===== config.mk =====
export PLATFORM = sky130hd
export DESIGN_NAME = sram_port_arbiter
export DESIGN_NICKNAME = d
export VERILOG_FILES = /design/src/rtl/sram_ctrl_pkg.sv /design/src/rtl/rr_arb2.sv /design/src/rtl/sram_port_arbiter.sv
export SDC_FILE = /design/constraint.sdc
export NUM_CORES = 1
export LEC_CHECK = 0
export ABC_CLOCK_PERIOD_IN_PS = 4050
export CORE_AREA = 4 4 92 94
export DETAILED_ROUTE_END_ITERATION = 16
export DIE_AREA = 0 0 96 98
export HOLD_SLACK_MARGIN = 0.08
export PLACE_DENSITY = 0.71
export SYNTH_ARGS = -nofsm -noshare
export SYNTH_HDL_FRONTEND = slang
export SYNTH_SLANG_ARGS = --single-unit
export TNS_END_PERCENT = 1

===== constraint.sdc =====
create_clock -name clk -period 4.05 [get_ports clk]
set_clock_uncertainty 0.2 [all_clocks]
set_input_delay 0.81 -clock clk [delete_from_list [all_inputs] [get_ports clk]]
set_output_delay 0.81 -clock clk [all_outputs]
set_load 0.05 [all_outputs]

===== src/rtl/sram_ctrl_pkg.sv =====
// Shared types and constants for the single-port SRAM controller slice.
package sram_ctrl_pkg;

  // Controller operating state: zero-fill after reset, then serve requesters.
  typedef enum logic {
    ST_CLEAR = 1'b0,
    ST_RUN   = 1'b1
  } state_e;

  localparam int unsigned NUM_REQ = 2;

  // Requester identifiers; also used as grant-vector indices and owner tags.
  localparam logic ID_A = 1'b0;
  localparam logic ID_B = 1'b1;

endpackage : sram_ctrl_pkg


===== src/rtl/rr_arb2.sv =====
// Two-way round-robin selector; the pointer moves only when a grant is issued.
module rr_arb2
  import sram_ctrl_pkg::*;
(
  input  logic               clk,
  input  logic               rst,
  input  logic               en,
  input  logic [NUM_REQ-1:0] req,
  output logic [NUM_REQ-1:0] gnt
);

  // 1 = requester B wins a tie, 0 = requester A wins a tie.
  logic prio_b_q;

  // Grant selection; a tie goes to whoever was not granted most recently.
  always_comb begin
    gnt = '0;
    if (en) begin
      unique case (req)
        2'b01:   gnt = 2'b01;
        2'b10:   gnt = 2'b10;
        2'b11:   gnt = prio_b_q ? 2'b10 : 2'b01;
        default: gnt = 2'b00;
      endcase
    end
  end

  // Priority pointer: after granting A, favour B next, and vice versa.
  always_ff @(posedge clk) begin
    if (rst) begin
      prio_b_q <= 1'b0;
    end else if (|gnt) begin
      prio_b_q <= gnt[ID_A];
    end
  end

endmodule : rr_arb2


===== src/rtl/sram_port_arbiter.sv =====
// Shares one SRAM read/write port between two requesters, with optional
// zero-fill of the whole array after reset.
module sram_port_arbiter
  import sram_ctrl_pkg::*;
#(
  parameter int unsigned ADDR_WIDTH     = 8,
  parameter int unsigned DATA_WIDTH     = 32,
  parameter int unsigned NUM_WMASKS     = 4,
  parameter int unsigned CLEAR_ON_RESET = 1
) (
  input  logic                  clk,
  input  logic                  rst,
  input  logic                  a_req,
  input  logic                  a_we,
  input  logic [NUM_WMASKS-1:0] a_wmask,
  input  logic [ADDR_WIDTH-1:0] a_addr,
  input  logic [DATA_WIDTH-1:0] a_wdata,
  input  logic                  b_req,
  input  logic                  b_we,
  input  logic [NUM_WMASKS-1:0] b_wmask,
  input  logic [ADDR_WIDTH-1:0] b_addr,
  input  logic [DATA_WIDTH-1:0] b_wdata,
  output logic                  a_gnt,
  output logic                  b_gnt,
  output logic                  a_rvalid,
  output logic                  b_rvalid,
  output logic [DATA_WIDTH-1:0] a_rdata,
  output logic [DATA_WIDTH-1:0] b_rdata,
  output logic                  init_done,
  output logic                  sram_csb0,
  output logic                  sram_web0,
  output logic [NUM_WMASKS-1:0] sram_wmask0,
  output logic [ADDR_WIDTH-1:0] sram_addr0,
  output logic [DATA_WIDTH-1:0] sram_din0,
  input  logic [DATA_WIDTH-1:0] sram_dout0
);

  state_e                state_q, state_d;
  logic [ADDR_WIDTH-1:0] clr_cnt_q, clr_cnt_d;
  logic                  init_done_q;
  logic                  rd_pend_q;
  logic                  rd_owner_q;
  logic                  arb_en;
  logic [NUM_REQ-1:0]    arb_req;
  logic [NUM_REQ-1:0]    arb_gnt;
  logic                  rd_issue;

  // Requesters only compete once the clear sweep is over and reset is low.
  assign arb_en  = (state_q == ST_RUN) && !rst;
  assign arb_req = {b_req, a_req};

  rr_arb2 u_rr_arb2 (
    .clk (clk),
    .rst (rst),
    .en  (arb_en),
    .req (arb_req),
    .gnt (arb_gnt)
  );

  // Next-state logic: walk the clear counter and leave CLEAR after the last word.
  always_comb begin
    state_d   = state_q;
    clr_cnt_d = clr_cnt_q;
    unique case (state_q)
      ST_CLEAR: begin
        clr_cnt_d = clr_cnt_q + ADDR_WIDTH'(1);
        if (clr_cnt_q == '1) begin
          state_d = ST_RUN;
        end
      end
      ST_RUN: begin
        state_d = ST_RUN;
      end
      default: begin
        state_d = ST_CLEAR;
      end
    endcase
  end

  // State register, clear counter and the registered ready flag.
  always_ff @(posedge clk) begin
    if (rst) begin
      state_q     <= (CLEAR_ON_RESET != 0) ? ST_CLEAR : ST_RUN;
      clr_cnt_q   <= '0;
      init_done_q <= 1'b0;
    end else begin
      state_q     <= state_d;
      clr_cnt_q   <= clr_cnt_d;
      init_done_q <= (state_d == ST_RUN);
    end
  end

  // SRAM command mux: clear writes, else the granted requester, else idle.
  always_comb begin
    sram_csb0   = 1'b1;
    sram_web0   = 1'b1;
    sram_wmask0 = '0;
    sram_addr0  = '0;
    sram_din0   = '0;
    if (!rst) begin
      if (state_q == ST_CLEAR) begin
        sram_csb0   = 1'b0;
        sram_web0   = 1'b0;
        sram_wmask0 = '1;
        sram_addr0  = clr_cnt_q;
        sram_din0   = '0;
      end else if (arb_gnt[ID_A]) begin
        sram_csb0   = 1'b0;
        sram_web0   = ~a_we;
        sram_wmask0 = a_wmask;
        sram_addr0  = a_addr;
        sram_din0   = a_wdata;
      end else if (arb_gnt[ID_B]) begin
        sram_csb0   = 1'b0;
        sram_web0   = ~b_we;
        sram_wmask0 = b_wmask;
        sram_addr0  = b_addr;
        sram_din0   = b_wdata;
      end
    end
  end

  assign rd_issue = (arb_gnt[ID_A] && !a_we) || (arb_gnt[ID_B] && !b_we);

  // One-deep read tracker: remembers whether a read is returning and to whom.
  always_ff @(posedge clk) begin
    if (rst) begin
      rd_pend_q  <= 1'b0;
      rd_owner_q <= ID_A;
    end else begin
      rd_pend_q  <= rd_issue;
      rd_owner_q <= arb_gnt[ID_B];
    end
  end

  // Handshake outputs; reset suppresses anything already in flight.
  assign a_gnt     = arb_gnt[ID_A];
  assign b_gnt     = arb_gnt[ID_B];
  assign a_rvalid  = rd_pend_q && (rd_owner_q == ID_A) && !rst;
  assign b_rvalid  = rd_pend_q && (rd_owner_q == ID_B) && !rst;
  assign init_done = init_done_q && !rst;
  assign a_rdata   = sram_dout0;
  assign b_rdata   = sram_dout0;

endmodule : sram_port_arbiter


### After elaboration in Yosys (flattened, before gate mapping)

Index checks and enable logic that the tools add are counted.

| cells by class | value |
|---|---|
| reduce and logical (&&, ||, !) cells | 12 |
| bitwise gates (word level) | 4 |
| add/subtract/negate cells | 1 |
| multiplexer cells | 25 |
| eq/ne operators | 4 |

Operators by type and width:

| kind | count |
|---|---|
| 2-to-1 mux 32 bit | 4 |
| 2-to-1 mux 8 bit | 4 |
| 2-to-1 mux 4 bit | 4 |
| 2-to-1 mux 1 bit | 9 |
| adder 8 x 1 -> 8 bit (second input constant) | 1 |
| == test 8 bit (second input constant) | 1 |
| logical AND 1 bit | 7 |
| case mux 2 bit (3 select lines) | 1 |
| == test 2 bit (second input constant) | 2 |
| 2-to-1 mux 2 bit | 2 |
| NOT 1 bit | 4 |
| zero test 1 bit | 3 |
| == test 2 x 1 -> 1 bit (second input constant) | 1 |
| case mux 1 bit (2 select lines) | 1 |
| OR reduction 2 bit | 1 |
| logical OR 1 bit | 1 |

| word-level totals | value |
|---|---|
| register bits after elaboration | 12 |
| word-level logic and storage cells | 51 |
| output and inout bits | 115 |
| input port bits | 126 |

### Longest topological paths before layout

| depth | value |
|---|---|
| depth after elaboration | 7 |
| gate-level depth with buffers | 5 |
| mapped depth without buffers | 4 |

### By module

A second synthesis with hierarchy kept.

| second synthesis, totals | value |
|---|---|
| cells, all modules | 243 |
| area, all modules | 1706.6 um^2 |

Modules (own cells, without submodules):

| module | area each (um^2) | times used | seq. area each (um^2) | cells each |
|---|---|---|---|---|
| sram_port_arbiter | 1651.6 | 1 | 220.2 | 235 |
| rr_arb2 | 55.1 | 1 | 20.0 | 8 |

### Worst setup path after synthesis

OpenSTA, ideal clock, no wires.

| timing | value |
|---|---|
| kind | input to output |
| start point | input port rst |
| end point | output port a_rvalid |
| data arrival time | 2.161 ns |
| required time | 3.040 ns |
| cell stages on the path | 2 |
| path buffers | 1 |
| setup slack | 0.879 ns |
| cells stage by stage | clkbuf_1 nor3b_1 |

| on the way | value |
|---|---|
| word-level cells in the longest chain between the ends | 2 |

RTL lines:

| element | line | RTL |
|---|---|---|
| from (decl) | sram_port_arbiter.sv:12 | `input logic rst,` |
| zero test 1 bit | sram_port_arbiter.sv:139 | `assign a_rvalid = rd_pend_q && (rd_owner_q == ID_A) && !rst;` |
| logical AND 1 bit | sram_port_arbiter.sv:139 |  |
| to (decl) | sram_port_arbiter.sv:25 | `output logic a_rvalid,` |

No other way between the ends.

### Worst setup path in the final report

| timing | value |
|---|---|
| start point | input port a_req |
| end point | output port sram_addr0[5] |

| on the way | value |
|---|---|
| word-level cells in the longest chain between the ends | 7 |
| elaborated cells between the ends (all ways) | 9 |
| classes of those cells | eq/ne: 3; mux: 6 |

RTL lines:

| element | line | RTL |
|---|---|---|
| from (decl) | sram_port_arbiter.sv:13 | `input logic a_req,` |
| == test 2 bit or == test 2 x 1 -> 1 bit (tied branches) | rr_arb2.sv:19 | `unique case (req)` |
| case mux 2 bit (3 select lines) (*) | rr_arb2.sv:19 |  |
| 2-to-1 mux 2 bit (*) | rr_arb2.sv:18 | `if (en) begin` |
| 2-to-1 mux 8 bit | sram_port_arbiter.sv:113 | `end else if (arb_gnt[ID_B]) begin` |
| 2-to-1 mux 8 bit (*) | sram_port_arbiter.sv:107 | `end else if (arb_gnt[ID_A]) begin` |
| 2-to-1 mux 8 bit (*) | sram_port_arbiter.sv:101 | `if (state_q == ST_CLEAR) begin` |
| 2-to-1 mux 8 bit (*) | sram_port_arbiter.sv:100 | `if (!rst) begin` |
| to (decl) | sram_port_arbiter.sv:33 | `output logic [ADDR_WIDTH-1:0] sram_addr0,` |

Mark *: on every way between the ends. The rest lies on a longest branch, timed or not.

==> results.yml <==
grt:
  antenna_found_initial: 0
  grt_pass1_wl_mm: 8.666
  grt_pass1_vias: 1631
  track_usage_pct: 11.32
  grt_max_degree: 43
  grt_overflow: 0
finish:
  seq_area_um2: 240.2
  num_antenna_cells: 0
  multi_input_area_um2: 808.3
  drive_above_1_share_pct: 24.07
  syn2layout_area_growth_pct: 91.98
  final_common_cell: "clkdlybuf4s50_1"
  layout_common_cells: "93 x clkdlybuf4s50_1, 46 x buf_12, 32 x a22o_1, 12 x dfxtp_1"
  fin_nets: 398
  nFillCells: 753
critical_path:
  critPathMaxFanout: 41
  reg2reg_from: "init_done_q$_SDFF_PP0_"
  r2r-end: "u_rr_arb2.prio_b_q$_SDFFE_PP0P_"
  r2r_cells: 4
  crit_required_ns: 3.04
  r2r_slack_ns: 2.07
  arrival_ns: 2.60
  criticalPathCategory: "in -> out"
  cp-start-kind: "primary input"
  crit_path_end_kind: "output pin"
sta:
  fin_crit_ns: 3.611
  final_hold_viol_count: 0
  slew_headroom_pct: 64.14
  finalSetupViolCount: 0
  hold_slack_ns: 0.3092
  period_share_pct: 89.16
  tightest_slew_ns: 0.5372
  rsz0062_at_grt: "no"
  slew_viol_final: 0
  timing.fmax_mhz: 276.9
  setup_tns_ns: 0
logic_synthesis:
  synth_largest_area_cell: "buf_4"
  synth_top_family_by_area: "buffers and inverters"
  avgSynthCellArea_um2: 8.356
  synth_nets: 323
  netlist_instances: 196
  muxShareOfSynthArea_pct: 1.222
  synth_fa_ha_area_share_pct: 0.7639
  ys_seq_area_share_pct: 14.67
  synth_seq_cells: 12
  syn_area_um2: 1638
  synth_area_leaders: "buf_4 31%, a22o_1 17%, dfxtp_1 15%"
  synthXorXnorAreaFrac_pct: 2.139
  synth_top_cell_area_share_pct: 30.71
  synth_compound_area_share_pct: 28.72
  ys_warn_count: 0
  ys_types: 37
  synth-simple-area-share_pct: 16.50
drt:
  post_drt_wl_per_cell_um: 16.05
  dr_wl_met3_um: 844
  route.met2.wl_mm: 3.031
  drt-initial-drc-count: 26
  wirelength_mm: 5.970
  dr.pass1.iters: 4
  wl_met1_mm: 2.026
  dr.max_layer_used: "met4"
  antenna_left: 0
  viasPerCell: 4.565
  vias: 1698
  drc_errors: 0
floorplan:
  die_y_um: 98
  rows: 32
  start_util_pct: 21.42
  die-area_um2: 9408
  core-area_um2: 7647
  die_x_um: 96
  io_pins: 241
clocking:
  cts.reportedPaths.clkPinSlew_ns: 0.05
  clock_path_buffers: 2
  clock-root-buffer: "clkbuf_8"
  cts_resized: 0
  htreeDepth: 1
  cts_hold_buf: 0
  clkLatencyLatePin_ns: 0.24
  postCtsSetupBuffers: 0
  cts_inserted_buffers: 3
  cts_tree: "built"
  cts.sinks: 12
power_and_ir_drop:
  power_per_cell_area_nw_per_um2: 128.8
  seqPwrFrac_pct: 30.8
  p_sw_share_pct: 23.49
  power_frac_comb_pct: 37.4
  switchingPower_uw: 95.11
  pwr-share-clk_pct: 31.8
  p_leak_nw: 1.233
  intPower_uw: 309.8
  ir_drop_mv: 0.1371
placed_design:
  dp_hpwl_mm: 5.002
  gp_congestion: 0.7146
  portBuffers: 144
min_path:
  hold_start: "clr_cnt_q[6]$_SDFFE_PP0N_"
  holdPathStages: 2
  hold_path.class: "reg -> reg"
  hold_end: "clr_cnt_q[6]$_SDFFE_PP0N_"
status:
  outcome: "completed"
flow_run:
  cap_violations: 0
[stage by stage]
| stage | cell area (um2) | utilization (%) | power (mW) | std cells | setup WS (ns) |
|---|---|---|---|---|---|
| after floorplan | 1638 | - | 0.3327 | 196 | 0.8794 |
| after global placement | 3089 | 40.40 | 0.2771 | 368 | 0.4913 |
| after detailed placement | 3089 | 40.40 | 0.2792 | 368 | 0.4353 |
| after CTS | 3144 | 41.12 | 0.4111 | 372 | 0.4349 |
| after global routing | 3144 | 41.12 | 0.4254 | 372 | 0.3449 |
| final | 3144 | 41.12 | 0.4049 | 372 | 0.4389 |
[cell type report]
| cell class | instances | share of cell area (%) |
|---|---|---|
| Clock buffer | 4 | 1.751 |
| Inverter | 3 | 0.5173 |
| Multi-Input combinational cell | 106 | 25.71 |
| Sequential cell | 12 | 7.640 |
| Tap cell | 102 | 4.059 |
| Timing Repair Buffer | 145 | 60.33 |
[critical path, cell delays in order]
cell	delay [ns]
clkdlybuf4s50_1	0.55
a21boi_4	0.32
nand2_4	0.09
inv_4	0.33
a221o_1	0.30
buf_12	0.15
[synthesized netlist by cell type]
master	n
clkbuf_1	1
o21ai_0	4
a21boi_4	1
a21o_1	2
xnor2_1	1
a22o_1	32
inv_4	2
nor2b_4	1
xor2_1	3
nor3b_1	2
nand2_1	5
buf_6	5
nand2b_1	1
or3_1	3
a31oi_1	4
nor2b_1	2
o21ba_2	1
ha_1	1
nand4_1	1
a221o_1	8
nand3_2	1
buf_4	67
a21oi_1	3
buf_2	2
nand2_4	1
and3b_1	1
dfxtp_1	12
nor2_1	8
nand4b_1	1
nand4b_2	1
o22ai_1	1
mux2i_1	2
and2_1	7
inv_1	1
nand3b_1	1
nand2b_4	1
nand3_1	6
[cell families (layout without fill, tap and decap cells)]
family	Yosys count	after routing
and+or+nand+nor	43	43
adders and majority gates	1	1
buffers and inverters	78	152
xor gates and xnor gates	4	4
muxes	2	2
DFF	12	12
AOI/OAI and AO/OA	56	56
[how the worst max path moves through the flow]
| stage | start | end | slack [ns] | depth (start not counted) |
|---|---|---|---|---|
| 2_1_floorplan | rst | a_rvalid | 0.88 | 2 |
| 3_3_place_gp | a_req | sram_din0[6] | 0.49 | 6 |
| 3_5_place_dp | a_req | sram_addr0[5] | 0.44 | 6 |
| 4_1_cts | a_req | sram_addr0[5] | 0.43 | 6 |
| 5_1_grt | a_req | sram_addr0[5] | 0.34 | 6 |
| 6_report | a_req | sram_addr0[5] | 0.44 | 6 |
[metal layers]
metal,vias up,GRT usage [%]
met2,125,20.45
met1,763,12.16
met4,0,2.516
met3,14,4.468
li1,796,-
met5,-,0
[power by group through the flow]
stage,clock network [mW],registers [mW],logic (mW)
CTS,0.133,0.124,0.153
global route,0.140,0.125,0.161
detailed placement,0,0.127,0.152
finish,0.129,0.125,0.151
floorplan,0,0.126,0.207
global placement,0,0.127,0.151
[registers in the layout (all words and copies together), names as in the netlist]
name                count
clr_cnt_q               8
init_done_q             1
rd_owner_q              1
rd_pend_q               1
u_rr_arb2.prio_b_q      1
Note: power is estimated with default switching activity, not from simulation.
